File: config.mk
export PLATFORM = sky130hd
export DESIGN_NAME = raster_scanner
export DESIGN_NICKNAME = d
export VERILOG_FILES = /design/src/rtl/raster_pkg.sv /design/src/rtl/raster_scanner_index_counter.sv /design/src/rtl/raster_scanner.sv
export SDC_FILE = /design/constraint.sdc
export NUM_CORES = 1
export LEC_CHECK = 0
export ABC_AREA = 1
export CAP_MARGIN = 40
export CORE_MARGIN = 2
export CORE_UTILIZATION = 41
export CTS_CLUSTER_DIAMETER = 40
export DETAILED_ROUTE_END_ITERATION = 8
export HOLD_SLACK_MARGIN = 0.03
export PLACE_DENSITY = 0.72
export SLEW_MARGIN = 10
export SYNTH_ARGS = -nofsm -noshare
export SYNTH_HDL_FRONTEND = slang
export SYNTH_SLANG_ARGS = --single-unit
File: constraint.sdc
create_clock -name clk -period 1.3 [get_ports clk]
set_clock_uncertainty 0.1 [all_clocks]
set_input_delay 0.26 -clock clk [delete_from_list [all_inputs] [get_ports clk]]
set_output_delay 0.26 -clock clk [all_outputs]
set_load 0.1 [all_outputs]
File: src/rtl/raster_pkg.sv
// -----------------------------------------------------------------------------
// raster_pkg
// Shared definitions for the raster scanner block.
//   state_t : scanner FSM state encoding (IDLE, SCAN, DONE)
// -----------------------------------------------------------------------------
package raster_pkg;

  typedef enum logic [1:0] {
    IDLE = 2'd0,
    SCAN = 2'd1,
    DONE = 2'd2
  } state_t;

endpackage

File: src/rtl/raster_scanner_index_counter.sv
// -----------------------------------------------------------------------------
// index_counter
// Wrapping up/down index counter used for both the column and row index.
// Ports:
//   clk      : clock, rising edge
//   rst      : asynchronous active-high reset, value -> 0
//   en       : step the counter by one in the selected direction
//   clr      : synchronous clear to 0, wins over en
//   up       : 1 = count up (wrap MAX -> 0), 0 = count down (wrap 0 -> MAX)
//   value    : current index
//   at_limit : value is the last index in the current direction
// -----------------------------------------------------------------------------
module index_counter #(
  parameter int W   = 4,
  parameter int MAX = 15
) (
  input  logic         clk,
  input  logic         rst,
  input  logic         en,
  input  logic         clr,
  input  logic         up,
  output logic [W-1:0] value,
  output logic         at_limit
);

  localparam logic [W-1:0] MAX_V = W'(MAX);

  assign at_limit = up ? (value == MAX_V) : (value == '0);

  always_ff @(posedge clk or posedge rst) begin
    if (rst) begin
      value <= '0;
    end else if (clr) begin
      value <= '0;
    end else if (en) begin
      if (up) value <= at_limit ? '0    : value + 1'b1;
      else    value <= at_limit ? MAX_V : value - 1'b1;
    end
  end

endmodule

File: src/rtl/raster_scanner.sv
// -----------------------------------------------------------------------------
// raster_scanner
// Generates (col,row) raster coordinates over a COLS x ROWS frame with a
// valid/ready handshake. Optional build macro RASTER_SCANNER_SERPENTINE_EN
// makes odd rows scan from COLS-1 down to 0.
// Ports:
//   clk        : clock, rising edge
//   rst        : asynchronous active-high reset
//   start      : single-cycle request to begin a frame (honoured in IDLE only)
//   clear      : synchronous abort to IDLE, wins over start and handshake
//   continuous : at the frame_end handshake, 1 = wrap straight into a new frame
//   out_ready  : downstream accepts the current coordinate
//   out_valid  : col/row hold a valid coordinate
//   col, row   : current coordinate
//   line_end   : current coordinate is the last of its line
//   frame_end  : current coordinate is the last of the frame
//   busy       : state is not IDLE
// -----------------------------------------------------------------------------
module raster_scanner
  import raster_pkg::*;
#(
  parameter int COLS  = 16,
  parameter int ROWS  = 16,
  parameter int COL_W = $clog2(COLS),
  parameter int ROW_W = $clog2(ROWS)
) (
  input  logic             clk,
  input  logic             rst,
  input  logic             start,
  input  logic             clear,
  input  logic             continuous,
  input  logic             out_ready,
  output logic             out_valid,
  output logic [COL_W-1:0] col,
  output logic [ROW_W-1:0] row,
  output logic             line_end,
  output logic             frame_end,
  output logic             busy
);

  state_t state, state_nxt;
  logic   hs;
  logic   col_at, row_at;
  logic   col_en, col_up, row_en, cnt_clr;

  assign hs = out_valid & out_ready;

  // State register
  always_ff @(posedge clk or posedge rst) begin
    if (rst) state <= IDLE;
    else     state <= state_nxt;
  end

  // Next-state logic
  always_comb begin
    state_nxt = state;
    if (clear) begin
      state_nxt = IDLE;
    end else begin
      case (state)
        IDLE:    if (start) state_nxt = SCAN;
        SCAN:    if (hs && frame_end && !continuous) state_nxt = DONE;
        DONE:    state_nxt = IDLE;
        default: state_nxt = IDLE;
      endcase
    end
  end

  // Output logic
  always_comb begin
    out_valid = (state == SCAN);
    busy      = (state != IDLE);
  end

  // Counters sit at 0 outside SCAN, and the frame_end handshake returns them
  // to the origin, which is both the continuous wrap and the DONE exit.
  assign cnt_clr = clear | (state == IDLE) | (hs & frame_end);

`ifdef RASTER_SCANNER_SERPENTINE_EN
  // Serpentine: the column index holds across a line change, because the
  // last column of one row is the first column of the next.
  assign col_up = ~row[0];
  assign col_en = hs & ~col_at;
`else
  assign col_up = 1'b1;
  assign col_en = hs;
`endif

  assign row_en    = hs & col_at;
  assign line_end  = out_valid & col_at;
  assign frame_end = line_end & row_at;

  index_counter #(.W(COL_W), .MAX(COLS-1)) u_col_cnt (
    .clk      (clk),
    .rst      (rst),
    .en       (col_en),
    .clr      (cnt_clr),
    .up       (col_up),
    .value    (col),
    .at_limit (col_at)
  );

  index_counter #(.W(ROW_W), .MAX(ROWS-1)) u_row_cnt (
    .clk      (clk),
    .rst      (rst),
    .en       (row_en),
    .clr      (cnt_clr),
    .up       (1'b1),
    .value    (row),
    .at_limit (row_at)
  );

endmodule

==> results of run 1 <==
==> what timing repair did <==
action,CTS
resized for setup,8
pin swaps,5
setup buffers,7
setup endpoints to repair,22
==> Yosys cell counts <==
cell type | instances | area share (%)
nand2_1 | 20 | 12
inv_1 | 13 | 7.7
dfrtp_1 | 10 | 39
nand3_1 | 5 | 3.9
nand4_1 | 5 | 4.9
nor2_1 | 5 | 2.9
o21ai_1 | 4 | 3.1
a21oi_1 | 3 | 2.4
ha_1 | 2 | 3.9
nand2_2 | 2 | 2.0
nor3_1 | 2 | 1.6
inv_2 | 1 | 0.59
nand3_2 | 1 | 1.6
nand3_4 | 1 | 2.8
nand3b_2 | 1 | 1.8
nor2_4 | 1 | 1.8
nor2_8 | 1 | 3.1
nor3_2 | 1 | 1.6
o21ai_0 | 1 | 0.79
o21bai_1 | 1 | 1.2
xor2_1 | 1 | 1.4
==> kinds of logic after synthesis <==
kind of cell | after synthesis
compound gates | 9
xor+xnor | 1
fa+ha+maj | 2
buf+inv | 14
flops | 10
simple gates | 45
==> per-stage QoR <==
stage,hold slack (ns),std cells,setup TNS [ns],utilization [%],worst slack (ns)
CTS,0.177,143,-4.17,88.3,-0.444
detailed placement,0.477,132,-3.68,80.3,-0.379
global placement,0.465,132,-3.29,80.3,-0.334
floorplan,0.00000938,81,-3.95,-,-0.805
==> impl_metrics.tcl, run 1 <==
set metrics [dict create \
    grt_max_degree 11 \
    synth_top_family_by_area "simple AND/OR/NAND/NOR gates" \
    status "aborted with a tool error" \
    synthMuxAreaShare_pct 0 \
    antenna_found_initial 0 \
    synth.distinct_cells 21 \
    gp_congestion 0.830 \
    syn_area_um2 637 \
    postCtsHoldBufs 0 \
    htree_levels 1 \
    rows 14 \
    chipHeight_um 43.4 \
    start_util_pct 42.8 \
    post_dp_cell_area_um2 1190 \
    worst_endpoint_kind "primary output" \
    die_w_um 43.4 \
    synthCells 81 \
    clock_path_buffers 2 \
    cts_made_buffers 3 \
    yosys.area_share.simple_pct 39.7 \
    yosys_register_bits 10 \
    synth-compound-area-share_pct 7.47 \
    haltStage "5_1_grt" \
    synth-xor-area-share_pct 1.38 \
    grt_worst_setup_endpoint "frame_end" \
    yosysSeqAreaShare_pct 39.3 \
    cts_root_buffer "clkbuf_4" \
    post-dp-hpwl_um 1350 \
    synth_fa_ha_area_share_pct 3.93 \
    ys_warn_count 0 \
    avgSynthCellArea_um2 7.86 \
    synth.net_count 89 \
    io_pins 18 \
    cts_sinks 10 \
    stop_error "[ERROR DPL-0033] detailed placement checks failed during check placement." \
    portBuffers 17 \
]
==> run 2: changes to the inputs <==
--- a/config.mk
+++ b/config.mk
@@ -7,12 +7,10 @@
 export LEC_CHECK = 0
 export ABC_AREA = 1
 export CAP_MARGIN = 40
-export CORE_MARGIN = 2
-export CORE_UTILIZATION = 41
-export CTS_CLUSTER_DIAMETER = 40
+export CORE_AREA = 2 2 63 65
 export DETAILED_ROUTE_END_ITERATION = 8
-export HOLD_SLACK_MARGIN = 0.03
-export PLACE_DENSITY = 0.72
+export DIE_AREA = 0 0 65 67
+export PLACE_DENSITY_LB_ADDON = 0.15
 export SLEW_MARGIN = 10
 export SYNTH_ARGS = -nofsm -noshare
 export SYNTH_HDL_FRONTEND = slang
==> constraint.sdc (replaced) <==
create_clock -name clk -period 1.69 [get_ports clk]
set_clock_uncertainty 0.1 [all_clocks]
set_input_delay 0.338 -clock clk [delete_from_list [all_inputs] [get_ports clk]]
set_output_delay 0.338 -clock clk [all_outputs]
set_load 0.1 [all_outputs]
==> run 2 against run 1 <==
The flow now finishes, with violations (negative setup slack). Synthesized area unchanged. Synthesized cell count unchanged.
==> impl_metrics.tcl, run 2 <==
set metrics [dict create \
    io_pins 18 \
    portBuffers 17 \
    cp_num_buf_inv 2 \
    drv_cap 0 \
    cpLargestDelayFamily "flip-flops" \
    vias 639 \
    diodes 0 \
    max_slew_margin_pct 73.0 \
    cts_made_buffers 3 \
    crit_top_cell "buf_12" \
    avgSynthCellArea_um2 7.86 \
    cts_root_buffer "clkbuf_8" \
    synthCells 81 \
    totalWireLength_um 1660 \
    crit_path_start_kind "flop" \
    nNetsFinal 121 \
    grt_max_degree 11 \
    ir_worst_vdd_mv 0.293 \
    synth_common_cells "20 x nand2_1, 13 x inv_1, 10 x dfrtp_1" \
    finalCritPeriodShare_pct 104 \
    cp_num_cells 5 \
    fin_ws_ns -0.0719 \
    start_util_pct 17.7 \
    p_leak_nw 0.531 \
    drc 0 \
    syn_area_um2 637 \
    mostFrequentLayoutCells "19 x nand2_1, 13 x inv_1, 13 x buf_12, 9 x buf_4" \
    rsz0062_at_grt "true" \
    dp_slack_ns -0.0483 \
    clock_path_buffers 2 \
    slew_violations 0 \
    r2r_slack_ns 0.10 \
    tightestPinTransition_ns 0.404 \
    crit_path_max_incr_delay_ns 0.42 \
    ff2ff_path_depth 8 \
    synth_top_area_cell "dfrtp_1" \
    clk_pin_slew_ns 0.05 \
    r2r-end "u_row_cnt.value[2]" \
    chipHeight_um 67 \
    p_total_uw 640 \
    synth_top_area_share_pct 39.3 \
    synth.distinct_cells 21 \
    fin_crit_ns 1.76 \
    crit_chain "ha_4 > nand3_4 > buf_12 > nor2_4 > buf_12" \
    die_w_um 65 \
    synth-edff-count 0 \
    max_freq_ghz 0.568 \
    synth_most_common_cell "nand2_1" \
    cts_tree "done" \
    endpoint_kind "output port" \
    post-dp-hpwl_um 1230 \
    path_class "reg -> out" \
    postCtsHoldBufs 0 \
    die_area_um2 4360 \
    cts_sinks 10 \
    syn2layout_area_growth_pct 88.6 \
    final_common_cell "nand2_1" \
    drive_gt1_share_pct 42.9 \
    hold_viol 0 \
    final_core_util_pct 33.3 \
    avgRoutedWirePerCell_um 10.4 \
    antenna_found_initial 0 \
    postRouteAntennaNets 0 \
    power_density_nw_per_um2 533 \
    htree_levels 1 \
    ys_warn_count 0 \
    grt_usage_pct 8.46 \
    ys.flop_type "dfrtp_1" \
    synthArstFlopShare_pct 100 \
    violations "negative setup slack" \
    status "finished, violations left" \
    clkLatencyLatePin_ns 0.23 \
    crit_start "u_col_cnt.value[0]" \
    crit_path_top_delay_cell "dfrtp_4" \
    yosys_register_bits 10 \
    viasPerCell 3.99 \
    arrival_ns 1.32 \
    dr.pass1.iters 4 \
    grt_pass1_vias 610 \
    crit_end "line_end" \
    setup_viol 2 \
    timing.hold.ws_ns 0.299 \
    synth.area.top_cells "dfrtp_1 39%, nand2_1 12%, inv_1 7.7%" \
    core_area_um2 3610 \
    largestRegisters "u_col_cnt.value: 4 flops, u_row_cnt.value: 4 flops, state: 2 flops" \
    reg2reg_from "u_col_cnt.value[0]" \
    grt_overflow 0 \
    gp_congestion 0.738 \
    hp-class "in -> async" \
    synth.net_count 89 \
    cp.required_ns 1.25 \
    rows 22 \
    instances_no_fill 160 \
    crit_fanout 3 \
    drtIter0Drc 20 \
    grt_pass1_wl_um 2800 \
    yosysSeqAreaShare_pct 39.3 \
    dpl.cell_count 148 \
]
-- run 2: cell counts after synthesis --
Identical to the previous run, type by type.
-- run 2: worst min path at each step --
stage | slack, ns | to | depth (start not counted)
floorplan | 0.08 | state[0] | 1
global placement | 0.46 | state[0] | 3
detailed placement | 0.46 | state[0] | 3
CTS | 0.32 | u_row_cnt.value[1] | 2
global route | 0.37 | u_row_cnt.value[0] | 2
finish | 0.30 | u_row_cnt.value[1] | 2
-- run 2: layer usage --
| metal | share of wire (%) | vias up | track usage (%) |
|---|---|---|---|
| met1 | 50 | 300 | 12.2 |
| met5 | 0 | - | 0 |
| met4 | 0.84 | 0 | 3.99 |
| met2 | 44 | 13 | 11.6 |
| li1 | - | 324 | - |
| met3 | 5.3 | 2 | 2.03 |
-- run 2: area by class of cell --
| cell class | instances | area (µm²) |
|---|---|---|
| Fill cell | 379 | 2400 |
| Multi-Input combinational cell | 57 | 393 |
| Timing Repair Buffer | 27 | 378 |
| Sequential cell | 10 | 273 |
| Tap cell | 48 | 60.1 |
| Inverter | 14 | 52.6 |
| Clock buffer | 4 | 45.0 |
-- run 2: cells by family (layout without fill, tap and decap cells) --
kind of cell	count (synthesis)	count (layout)	share of synthesized area (%)
simple gates	45	45	39.7
buf+inv	14	45	8.25
flops	10	10	39.3
compound gates	9	9	7.46
fa+ha+maj	2	2	3.93
xor+xnor	1	1	1.38
-- run 2: through the flow --
| stage | TNS, ns | instance area [µm²] |
|---|---|---|
| after floorplan | -0.718 | 708 |
| after detailed placement | -0.209 | 1070 |
| after global placement | -0.0175 | 1070 |
| after global routing | -0.246 | 1200 |
| after CTS | -0.162 | 1190 |
| final | -0.139 | 1200 |
-- run 2: report_power, final --
group	leakage (nW)	internal [mW]	switching, mW
logic	0.385	0.0479	0.0907
clock network	0.0228	0.165	0.0889
registers	0.123	0.244	0.00392
total	0.531	0.456	0.184
-- run 2: timing repair --
| item | in CTS | in global routing |
|---|---|---|
| pin swaps | 2 | 3 |
| gates resized for setup | 1 | 1 |
| setup endpoints to repair | 2 | 5 |
| buffers inserted | 7 | 1 |
| hold endpoints to repair | 0 | 0 |
(Power assumes the default switching activity.)
